$ cat config.mk
export PLATFORM = sky130hd
export DESIGN_NAME = muldiv_unit_flat
export DESIGN_NICKNAME = d
export VERILOG_FILES = /design/src/rtl/muldiv_pkg.sv /design/src/rtl/muldiv_if.sv /design/src/rtl/muldiv_step.sv /design/src/rtl/muldiv_unit.sv /design/src/flat_wrapper.sv
export SDC_FILE = /design/constraint.sdc
export NUM_CORES = 1
export LEC_CHECK = 0
export BUFFER_PORTS_ARGS = -buffer_cell sky130_fd_sc_hd__buf_4
export CAP_MARGIN = 20
export CELL_PAD_IN_SITES_DETAIL_PLACEMENT = 0
export CELL_PAD_IN_SITES_GLOBAL_PLACEMENT = 1
export CORE_MARGIN = 2
export CORE_UTILIZATION = 30
export DETAILED_ROUTE_END_ITERATION = 12
export GPL_TIMING_DRIVEN = 0
export PLACE_DENSITY = 0.65
export REMOVE_ABC_BUFFERS = 1
export SETUP_SLACK_MARGIN = 0.4
export SLEW_MARGIN = 20
export SYNTH_ARGS = -nofsm -noshare
export SYNTH_HDL_FRONTEND = slang
export SYNTH_HIERARCHICAL = 1
export SYNTH_SLANG_ARGS = --single-unit
$ cat constraint.sdc
create_clock -name Clock -period 7 [get_ports Clock]
set_input_delay 1.4 -clock Clock [delete_from_list [all_inputs] [get_ports Clock]]
set_output_delay 1.4 -clock Clock [all_outputs]
set_load 0.005 [all_outputs]
$ cat src/rtl/muldiv_pkg.sv
// Shared encodings, FSM states and sizing helper for the multiply/divide unit.
package muldiv_pkg;

  localparam logic [1:0] OP_MULT  = 2'b00;
  localparam logic [1:0] OP_MULTU = 2'b01;
  localparam logic [1:0] OP_DIV   = 2'b10;
  localparam logic [1:0] OP_DIVU  = 2'b11;

  typedef enum logic [1:0] {
    IDLE = 2'd0,
    RUN  = 2'd1,
    FIX  = 2'd2,
    DONE = 2'd3
  } state_e;

  // Iteration counter width: clog2 of the iteration count, never below one bit.
  function automatic int cnt_width(input int width, input int bpc);
    int n;
    n = width / bpc;
    return (n > 2) ? $clog2(n) : 1;
  endfunction

endpackage

$ cat src/rtl/muldiv_if.sv
// Start/busy/done handshake and operand/result bus of the multiply/divide unit.
interface muldiv_if #(parameter int WIDTH = 32) ();

  logic             Start;
  logic [1:0]       Op;
  logic             Abort;
  logic [WIDTH-1:0] Op_A;
  logic [WIDTH-1:0] Op_B;
  logic             Busy;
  logic             Done;
  logic             Div_Zero;
  logic [WIDTH-1:0] HI_Out;
  logic [WIDTH-1:0] LO_Out;

  modport master (
    output Start, Op, Abort, Op_A, Op_B,
    input  Busy, Done, Div_Zero, HI_Out, LO_Out
  );

  modport slave (
    input  Start, Op, Abort, Op_A, Op_B,
    output Busy, Done, Div_Zero, HI_Out, LO_Out
  );

endinterface

$ cat src/rtl/muldiv_step.sv
// Combinational iteration slice: BITS_PER_CYCLE steps of shift-add multiply
// or restoring shift-subtract divide on the {hi, lo} working pair.
module muldiv_step #(
  parameter int WIDTH          = 32,
  parameter int BITS_PER_CYCLE = 1
) (
  input  logic             mode_i,   // 1: divide, 0: multiply
  input  logic [WIDTH-1:0] hi_i,     // partial product high half / partial remainder
  input  logic [WIDTH-1:0] lo_i,     // multiplier bits / dividend-quotient bits
  input  logic [WIDTH-1:0] b_i,      // multiplicand / divisor magnitude
  output logic [WIDTH-1:0] hi_o,
  output logic [WIDTH-1:0] lo_o
);

  // Unrolled iterations; each step consumes one lo bit.
  always_comb begin
    logic [WIDTH-1:0] h;
    logic [WIDTH-1:0] l;
    logic [WIDTH:0]   t;
    h = hi_i;
    l = lo_i;
    t = '0;
    for (int i = 0; i < BITS_PER_CYCLE; i++) begin
      if (mode_i) begin
        // Shift remainder left pulling in the next dividend bit, subtract if it fits.
        t = {h, l[WIDTH-1]};
        l = {l[WIDTH-2:0], 1'b0};
        if (t >= {1'b0, b_i}) begin
          t    = t - {1'b0, b_i};
          l[0] = 1'b1;
        end
        h = t[WIDTH-1:0];
      end else begin
        // Conditionally add multiplicand into the high half, then shift right with carry.
        t = {1'b0, h} + (l[0] ? {1'b0, b_i} : {(WIDTH+1){1'b0}});
        l = {t[0], l[WIDTH-1:1]};
        h = t[WIDTH:1];
      end
    end
    hi_o = h;
    lo_o = l;
  end

endmodule

$ cat src/rtl/muldiv_unit.sv
// Iterative signed/unsigned multiply/divide engine with HI/LO result registers.
// Operands are reduced to magnitudes on entry, the unsigned core iterates, and
// the FIX cycle restores signs before the result registers are written.
module muldiv_unit
  import muldiv_pkg::*;
#(
  parameter int WIDTH          = 32,
  parameter int BITS_PER_CYCLE = 1
) (
  input  logic     Clock,
  input  logic     Reset_N,
  muldiv_if.slave  bus
);

  localparam int             N        = WIDTH / BITS_PER_CYCLE;
  localparam int             CW       = cnt_width(WIDTH, BITS_PER_CYCLE);
  localparam logic [CW-1:0]  CNT_LAST = CW'(N - 1);

  state_e           state_q, state_d;
  logic             busy_q, done_q, dz_q, dz_d;
  logic [CW-1:0]    cnt_q;
  logic [WIDTH-1:0] acc_hi_q, acc_lo_q, opb_q;
  logic             is_div_q, neg_q, rem_neg_q;
  logic [WIDTH-1:0] res_hi_q, res_lo_q;
  logic [WIDTH-1:0] step_hi, step_lo;
  logic [WIDTH-1:0] fix_hi, fix_lo;

  logic             start_ok, op_div, op_sgn, div_zero, run_go;
  logic             a_neg, b_neg;
  logic [WIDTH-1:0] a_mag, b_mag;

  // Start decode and operand magnitudes.
  assign start_ok = ((state_q == IDLE) || (state_q == DONE)) && bus.Start && !bus.Abort;
  assign op_div   = (bus.Op == OP_DIV)  || (bus.Op == OP_DIVU);
  assign op_sgn   = (bus.Op == OP_MULT) || (bus.Op == OP_DIV);
  assign div_zero = start_ok && op_div && (bus.Op_B == '0);
  assign run_go   = start_ok && !div_zero;
  assign a_neg    = op_sgn && bus.Op_A[WIDTH-1];
  assign b_neg    = op_sgn && bus.Op_B[WIDTH-1];
  assign a_mag    = a_neg ? -bus.Op_A : bus.Op_A;
  assign b_mag    = b_neg ? -bus.Op_B : bus.Op_B;

  muldiv_step #(
    .WIDTH          (WIDTH),
    .BITS_PER_CYCLE (BITS_PER_CYCLE)
  ) u_step (
    .mode_i (is_div_q),
    .hi_i   (acc_hi_q),
    .lo_i   (acc_lo_q),
    .b_i    (opb_q),
    .hi_o   (step_hi),
    .lo_o   (step_lo)
  );

  // Next-state logic; Abort overrides everything, including a same-cycle Start.
  always_comb begin
    state_d = state_q;
    dz_d    = 1'b0;
    if (bus.Abort) begin
      state_d = IDLE;
    end else begin
      case (state_q)
        IDLE, DONE: begin
          if (run_go) begin
            state_d = RUN;
          end else if (div_zero) begin
            state_d = DONE;
            dz_d    = 1'b1;
          end else begin
            state_d = IDLE;
          end
        end
        RUN:     state_d = (cnt_q == CNT_LAST) ? FIX : RUN;
        FIX:     state_d = DONE;
        default: state_d = IDLE;
      endcase
    end
  end

  // FSM state and registered handshake outputs.
  always_ff @(posedge Clock or negedge Reset_N) begin
    if (!Reset_N) begin
      state_q <= IDLE;
      busy_q  <= 1'b0;
      done_q  <= 1'b0;
      dz_q    <= 1'b0;
    end else begin
      state_q <= state_d;
      busy_q  <= (state_d == RUN) || (state_d == FIX);
      done_q  <= (state_d == DONE);
      dz_q    <= dz_d;
    end
  end

  // Working registers: load magnitudes on start, iterate while running.
  always_ff @(posedge Clock or negedge Reset_N) begin
    if (!Reset_N) begin
      cnt_q     <= '0;
      acc_hi_q  <= '0;
      acc_lo_q  <= '0;
      opb_q     <= '0;
      is_div_q  <= 1'b0;
      neg_q     <= 1'b0;
      rem_neg_q <= 1'b0;
    end else if (run_go) begin
      cnt_q     <= '0;
      acc_hi_q  <= '0;
      acc_lo_q  <= a_mag;
      opb_q     <= b_mag;
      is_div_q  <= op_div;
      neg_q     <= a_neg ^ b_neg;
      rem_neg_q <= a_neg;
    end else if (state_q == RUN) begin
      cnt_q     <= cnt_q + CW'(1);
      acc_hi_q  <= step_hi;
      acc_lo_q  <= step_lo;
    end
  end

  // Sign correction: negate the full product, or quotient/remainder separately.
  always_comb begin
    logic [2*WIDTH-1:0] prod;
    prod = {acc_hi_q, acc_lo_q};
    if (neg_q) prod = -prod;
    fix_hi = prod[2*WIDTH-1:WIDTH];
    fix_lo = prod[WIDTH-1:0];
    if (is_div_q) begin
      fix_lo = neg_q     ? -acc_lo_q : acc_lo_q;
      fix_hi = rem_neg_q ? -acc_hi_q : acc_hi_q;
    end
  end

  // HI/LO change only when a completed operation leaves FIX.
  always_ff @(posedge Clock or negedge Reset_N) begin
    if (!Reset_N) begin
      res_hi_q <= '0;
      res_lo_q <= '0;
    end else if ((state_q == FIX) && (state_d == DONE)) begin
      res_hi_q <= fix_hi;
      res_lo_q <= fix_lo;
    end
  end

  assign bus.Busy     = busy_q;
  assign bus.Done     = done_q;
  assign bus.Div_Zero = dz_q;
  assign bus.HI_Out   = res_hi_q;
  assign bus.LO_Out   = res_lo_q;

endmodule

$ cat src/flat_wrapper.sv
// flat-port wrapper written by rule: the top's interface ports become plain ports
module muldiv_unit_flat import muldiv_pkg::*;
#(
  parameter int WIDTH          = 32,
  parameter int BITS_PER_CYCLE = 1
)
  (Clock, Reset_N, bus_Start, bus_Op, bus_Abort, bus_Op_A, bus_Op_B, bus_Busy, bus_Done, bus_Div_Zero, bus_HI_Out, bus_LO_Out);
  muldiv_if #(.WIDTH(WIDTH)) bus_i ();
  input  logic Clock;
  input  logic Reset_N;
  input wire logic [$bits(bus_i.Start)-1:0] bus_Start;
  input wire logic [$bits(bus_i.Op)-1:0] bus_Op;
  input wire logic [$bits(bus_i.Abort)-1:0] bus_Abort;
  input wire logic [$bits(bus_i.Op_A)-1:0] bus_Op_A;
  input wire logic [$bits(bus_i.Op_B)-1:0] bus_Op_B;
  output wire logic [$bits(bus_i.Busy)-1:0] bus_Busy;
  output wire logic [$bits(bus_i.Done)-1:0] bus_Done;
  output wire logic [$bits(bus_i.Div_Zero)-1:0] bus_Div_Zero;
  output wire logic [$bits(bus_i.HI_Out)-1:0] bus_HI_Out;
  output wire logic [$bits(bus_i.LO_Out)-1:0] bus_LO_Out;
  assign bus_i.Start = bus_Start;
  assign bus_i.Op = bus_Op;
  assign bus_i.Abort = bus_Abort;
  assign bus_i.Op_A = bus_Op_A;
  assign bus_i.Op_B = bus_Op_B;
  assign bus_Busy = bus_i.Busy;
  assign bus_Done = bus_i.Done;
  assign bus_Div_Zero = bus_i.Div_Zero;
  assign bus_HI_Out = bus_i.HI_Out;
  assign bus_LO_Out = bus_i.LO_Out;
  muldiv_unit #(.WIDTH(WIDTH), .BITS_PER_CYCLE(BITS_PER_CYCLE)) u_core (.Clock(Clock), .Reset_N(Reset_N), .bus(bus_i));
endmodule
==> impl_metrics.yaml, run 1 <==
status:
  status: "finished clean"
synth:
  async_flop_share: 1.00
  synth_edf_count: 0
  yosys-top-cells-count: "nand2_1 (205), dfrtp_1 (173), nor2_1 (144)"
  post_synth_instance_area_um2: 14900
  netlist.top_cell.by_area: "dfrtp_1"
  netlist_instances: 1815
  post_synth_top_area_share: 0.291
  synth.avg_cell_area_um2: 8.20
  dominantRegCellSynth: "dfrtp_1"
  flip_flop_and_latch_count_after_synthesis: 173
  synth_top_cells_by_area: "dfrtp_1 (29%), ha_1 (6.1%), xnor2_1 (5.2%)"
  post_synth_num_cell_types: 94
  seq_area_frac_synth: 0.291
  dominant_cell_by_count_in_the_synthesized_netlist: "nand2_1"
  synth.yosys.warnings: 6
floorplanning:
  design.die.area_um2: 51400
  std_cell_rows: 81
  design.core.area_um2: 49000
  floorplan.initialDensity: 0.304
  num_io_pins: 137
  floorplan.die.width_um: 227
  die-height_um: 227
sta:
  slew_at_the_pin_closest_to_its_max_slew_limit_ps: 1120
  timing.final.crit_share: 0.689
  setup_violating_endpoint_count_in_the_final_report: 0
  achievable-frequency_mhz: 207
  hold_viol_final: 0
  layout_min_cycle_time_ps: 4830
  max_slew_violations: 0
  hold_slack_ps: 479
  max-slew-margin-rel: 0.255
  grt_setup_unrepaired: "no"
  clock_skew_ps: 13.8
  setup_total_negative_slack_ps: 0
setup_path:
  worst_path_largest_cell_delay_ps: 540
  worst_path_most_repeated_cell: "ha_1"
  regToRegStartpoint: "u_core/acc_lo_q[0]$_DFFE_PN0P_"
  startpoint_type: "input port"
  timing.reg2reg.setup_slack_ps: 2600
  data_arrival_time_of_the_critical_path_ps: 5230
  path_class: "in -> reg"
  slowest_stage: "or4_1"
  critPathMaxFanout: 84
  end_kind: "flop"
  cp_top_family: "simple AND/OR/NAND/NOR gates"
  worstSetupStartpoint: "bus_Op_B[0]"
  critical_path_required_ps: 7400
  worstPathBufferInverterCount: 3
  critical_path.cell_chain: "buf_4 -> inv_1 -> ha_1 -> or4b_1 -> and4bb_2 -> and4b_1 -> nor2b_1 -> or2_2 -> ha_1 -> nand2_4 -> buf_16 -> or4_1 -> nand3_1"
route:
  route.antenna.remaining_nets: 0
  route.detailed.wl_per_inst_um: 19.0
  detail_route.first_pass.iterations: 5
  routed_via_density: 5.31
  drc: 0
  vias: 13600
  first_iter_violations: 1012
  drt_wl_total_um: 48800
global_route:
  antenna_found_initial: 0
  vias_in_the_first_global_route: 13200
  grt_start_max_net_pins: 85
  grt-ovfl-total: 0
  grt_first_pass_wirelength_um: 76500
  grt_usage: 0.192
place:
  postPlaceCellArea_um2: 16700
  finalWeightedCongestion: 0.858
  place.port_buffers: 136
  hpwlAfterDp_um: 37000
finish:
  growth_of_design_area_from_synthesis_to_finish_pct: 16.2
  n_fill_cell: 5186
  fin_area_um2: 17300
  drive_above_1_share: 0.140
  finalNetCount: 2035
  diodes: 0
clock_network:
  tritoncts: "done"
  clk_root_buffer_cell: "clkbuf_16"
  cts.htree.levels: 4
  cts_resized: 0
  cts_sinks: 173
  clk-insertion-delay-late_ps: 470
  holdBufCountCts: 0
  path_clk_slew_ps: 70
  cts_max_path_buffers: 2
  cts.repair_timing.setup_buffer_count: 0
  cts_inserted_buffers: 17
pwr:
  vdd_drop_max_uv: 204
  cellLeakagePower_nw: 7.35
  power_density_nw_per_um2: 369
worst_hold_path:
  worstHoldStart: "u_core/bus.LO_Out[18]$_DFFE_PN0P_"
  min-delay-path-class: "reg -> reg"
run:
  maxCapViolations: 0
-- area by class of cell --
class | count | area [um2] | area share
Tap cell | 664 | 831 | 0.0481
Inverter | 69 | 259 | 0.0150
Clock inverter | 14 | 179 | 0.0104
Multi-Input combinational cell | 1481 | 9920 | 0.574
Timing Repair Buffer | 148 | 1330 | 0.0769
Clock buffer | 18 | 429 | 0.0248
Sequential cell | 173 | 4340 | 0.251
-- kinds of logic (layout without fill, tap and decap cells) --
| group | count (synthesis) | in the layout | share of synthesized area |
|---|---|---|---|
| AO/OA/AOI/OAI | 515 | 515 | 0.220 |
| XOR/XNOR | 160 | 160 | 0.0942 |
| adder cells (fa/ha/maj) | 75 | 75 | 0.0641 |
| buffers and inverters | 161 | 249 | 0.0446 |
| flip-flops | 173 | 173 | 0.291 |
| multiplexers | 105 | 105 | 0.0737 |
| AND/OR/NAND/NOR | 626 | 626 | 0.213 |
-- final timing paths --
kind / end / cells after the start
min reg2reg: u_core/bus.LO_Out[18]$_DFFE_PN0P_ / 2
max: u_core/bus.HI_Out[9]$_DFFE_PN0P_ / 13
min in group asynchronous: u_core/acc_hi_q[14]$_DFFE_PN0P_ / 1
max reg2reg: u_core/acc_hi_q[31]$_DFFE_PN0P_ / 14
max in group asynchronous: u_core/acc_lo_q[0]$_DFFE_PN0P_ / 2
min: u_core/bus.LO_Out[18]$_DFFE_PN0P_ / 2
-- per-stage QoR --
stage / std cells / power (W) / worst slack, ps / util
after detailed placement: 2535 / 0.00530 / 1640 / 0.341
final: 2567 / 0.00637 / 2170 / 0.353
after global placement: 2523 / 0.00524 / -2480 / 0.333
after global routing: 2567 / 0.00688 / 1960 / 0.353
after CTS: 2567 / 0.00638 / 2160 / 0.353
after floorplan: 1723 / 0.00420 / 865 / -
-- registers in the layout (all words and copies together) (netlist names) --
signal / count
u_core/acc_hi_q: 32
u_core/bus.LO_Out: 32
u_core/neg_q: 1
u_core/cnt_q: 5
u_core/acc_lo_q: 32
u_core/bus.Busy: 1
u_core/rem_neg_q: 1
u_core/bus.HI_Out: 32
u_core/bus.Div_Zero: 1
u_core/state_q: 2
u_core/is_div_q: 1
u_core/opb_q: 32
u_core/bus.Done: 1
-- worst reg2reg max path, stage by stage (launching register included) --
cell	delay [ps]
dfrtp_2	680
and2_1	270
ha_1	210
fa_1	420
a211oi_1	350
nor4_1	130
nor3_2	370
nor3_1	170
o221a_2	330
a221o_1	380
a22oi_1	280
a21boi_0	170
o32a_1	310
mux2i_1	140
nor2_1	50
-- layer usage --
metal / global-route usage / part of all wire / up-vias
li1: - / - / 6726
met3: 0.0223 / 0.042 / 62
met4: 0.0745 / 0.031 / 0
met2: 0.308 / 0.45 / 344
met1: 0.264 / 0.47 / 6509
met5: 0 / 0 / -
-- cells in the final DEF (no fill, tap or decap), types with 71 or more instances in the layout --
master / n
ha_1: 72
nor2_1: 143
o21ai_1: 71
xor2_1: 72
mux2i_1: 72
buf_4: 135
a21oi_1: 128
xnor2_1: 88
dfrtp_1: 170
nand2_1: 204
o21ai_0: 112
-- power breakdown --
group          switching, W  internal, W  leakage [nW]
registers          0.000526      0.00117          2.26
logic               0.00213      0.00152          4.79
clock network      0.000461     0.000569         0.299
Power figures use the tool's default switching activity.
==> run 2: changes to the inputs <==
==> constraint.sdc (replaced) <==
create_clock -name Clock -period 4.55 [get_ports Clock]
set_input_delay 0.91 -clock Clock [delete_from_list [all_inputs] [get_ports Clock]]
set_output_delay 0.91 -clock Clock [all_outputs]
set_load 0.005 [all_outputs]
==> run 2 against run 1 <==
  * Non-clock buffer count grew 3
  * Total power grew 55%
  * Worst setup slack lost 1700 ps
  * Sequential power grew 54%
  * Register-to-register slack lost 2100 ps
  * Critical path depth grew 2
  * Core utilization grew 0.17 points
  * Die area is the same
  * Critical path type is now reg -> reg
  * Largest cell class unchanged
==> impl_metrics.yaml, run 2 (synthesis gave the netlist of run 1 again) <==
status:
  status: "finished clean"
route:
  route.antenna.remaining_nets: 0
  vias: 13700
  drt_wl_total_um: 49700
  drc: 0
  detail_route.first_pass.iterations: 5
  routed_via_density: 5.32
  route.detailed.wl_per_inst_um: 19.3
  first_iter_violations: 991
worst_hold_path:
  min-delay-path-class: "in -> async"
clock_network:
  holdBufCountCts: 0
  path_clk_slew_ps: 70
  cts_sinks: 173
  cts.htree.levels: 4
  cts_max_path_buffers: 2
  tritoncts: "done"
  cts_inserted_buffers: 17
  clk_root_buffer_cell: "clkbuf_16"
  clk-insertion-delay-late_ps: 470
setup_path:
  critPathMaxFanout: 19
  startpoint_type: "flop"
  data_arrival_time_of_the_critical_path_ps: 4420
  critical_path_required_ps: 4880
  end_kind: "flop"
  path_class: "reg -> reg"
floorplanning:
  die-height_um: 227
  floorplan.die.width_um: 227
  design.core.area_um2: 49000
  floorplan.initialDensity: 0.304
  std_cell_rows: 81
  num_io_pins: 137
  design.die.area_um2: 51400
place:
  place.port_buffers: 136
  hpwlAfterDp_um: 37000
  finalWeightedCongestion: 0.858
  postPlaceCellArea_um2: 16700
  place_worst_setup_slack_ps: -315
global_route:
  grt_first_pass_wirelength_um: 76600
  antenna_found_initial: 0
  grt_usage: 0.192
  vias_in_the_first_global_route: 13200
  grt_start_max_net_pins: 85
  grt-ovfl-total: 0
sta:
  achievable-frequency_mhz: 245
  max_slew_violations: 0
  hold_viol_final: 0
  slew_at_the_pin_closest_to_its_max_slew_limit_ps: 1180
  layout_min_cycle_time_ps: 4090
  grt_setup_unrepaired: "yes"
  hold_slack_ps: 322
  clock_skew_ps: 13.7
  timing.final.crit_share: 0.898
  setup_violating_endpoint_count_in_the_final_report: 0
  timing.final.ws_setup_ps: 462
  max-slew-margin-rel: 0.212
finish:
  drive_above_1_share: 0.145
  multi_input_comb_area_um2: 9970
  area.sequential_um2: 4340
  n_fill_cell: 5186
  fin_area_um2: 17400
  mostFrequentLayoutCell: "nand2_1"
  finalNetCount: 2039
  growth_of_design_area_from_synthesis_to_finish_pct: 16.7
  diodes: 0
  post-route-util: 0.355
  layout.cells.most_common_list: "nand2_1 (204), dfrtp_1 (169), nor2_1 (143)"
run:
  maxCapViolations: 0
pwr:
  cellLeakagePower_nw: 7.36
  vdd_drop_max_uv: 313
  power_density_nw_per_um2: 568
[run 2: per-stage QoR]
stage | total power, W | cells | setup TNS [ps]
floorplan | 0.00646 | 1723 | -126120
global placement | 0.00806 | 2523 | -512890
detailed placement | 0.00816 | 2535 | -1680
CTS | 0.00982 | 2569 | 0
global route | 0.0106 | 2571 | 0
finish | 0.00986 | 2571 | 0
[run 2: final cells by class]
type | instances | share of cell area
multi-input combinational | 1482 | 0.574
sequential | 173 | 0.250
timing repair buffer | 151 | 0.0782
tap | 664 | 0.0478
clock buffer | 18 | 0.0247
inverter | 69 | 0.0149
clock inverter | 14 | 0.0103
[run 2: critical path: stages, from the launching register on]
cell      delay, ps
dfrtp_4         610
and2_1          190
ha_1            200
fa_1            420
a211oi_1        360
nor4_1          130
nor3_2          170
buf_4           160
nor3_1           80
o221a_2         310
a221o_1         380
a22oi_1         270
a21boi_0        160
o32a_1          310
mux2i_1         140
nor2_1           50
[run 2: final timing paths]
kind | end | cells past startpoint | startpoint | slack, ps
worst max-delay path | u_core/acc_hi_q[31]$_DFFE_PN0P_ | 15 | u_core/acc_lo_q[0]$_DFFE_PN0P_ | 460
worst min register to register | u_core/bus.LO_Out[18]$_DFFE_PN0P_ | 2 | u_core/bus.LO_Out[18]$_DFFE_PN0P_ | 480
min in group Clock | u_core/bus.LO_Out[18]$_DFFE_PN0P_ | 2 | u_core/bus.LO_Out[18]$_DFFE_PN0P_ | 480
worst min-delay path | u_core/acc_hi_q[14]$_DFFE_PN0P_ | 1 | Reset_N | 320
max in group asynchronous | u_core/acc_lo_q[0]$_DFFE_PN0P_ | 2 | Reset_N | 3490
worst max register to register | u_core/acc_hi_q[31]$_DFFE_PN0P_ | 15 | u_core/acc_lo_q[0]$_DFFE_PN0P_ | 460
[run 2: per-layer routing]
metal,track usage,wire [um],vias up
li1,-,-,6733
met1,0.264,23700,6561
met2,0.308,22800,323
met3,0.0223,1890,54
met4,0.0745,1350,0
met5,0,0,-
[run 2: where the power goes]
group / internal [W] / total [W] / switching (W)
Combinational: 0.00235 / 0.00567 / 0.00332
Sequential: 0.00181 / 0.00261 / 0.000798
Clock: 0.000876 / 0.00159 / 0.000711
[run 2: repair_timing]
action	4_1_cts	5_1_grt
setup buffers	2	1
resized for setup	5	5
pin swaps	1	1
setup endpoints to repair	9	9
cloned	0	1
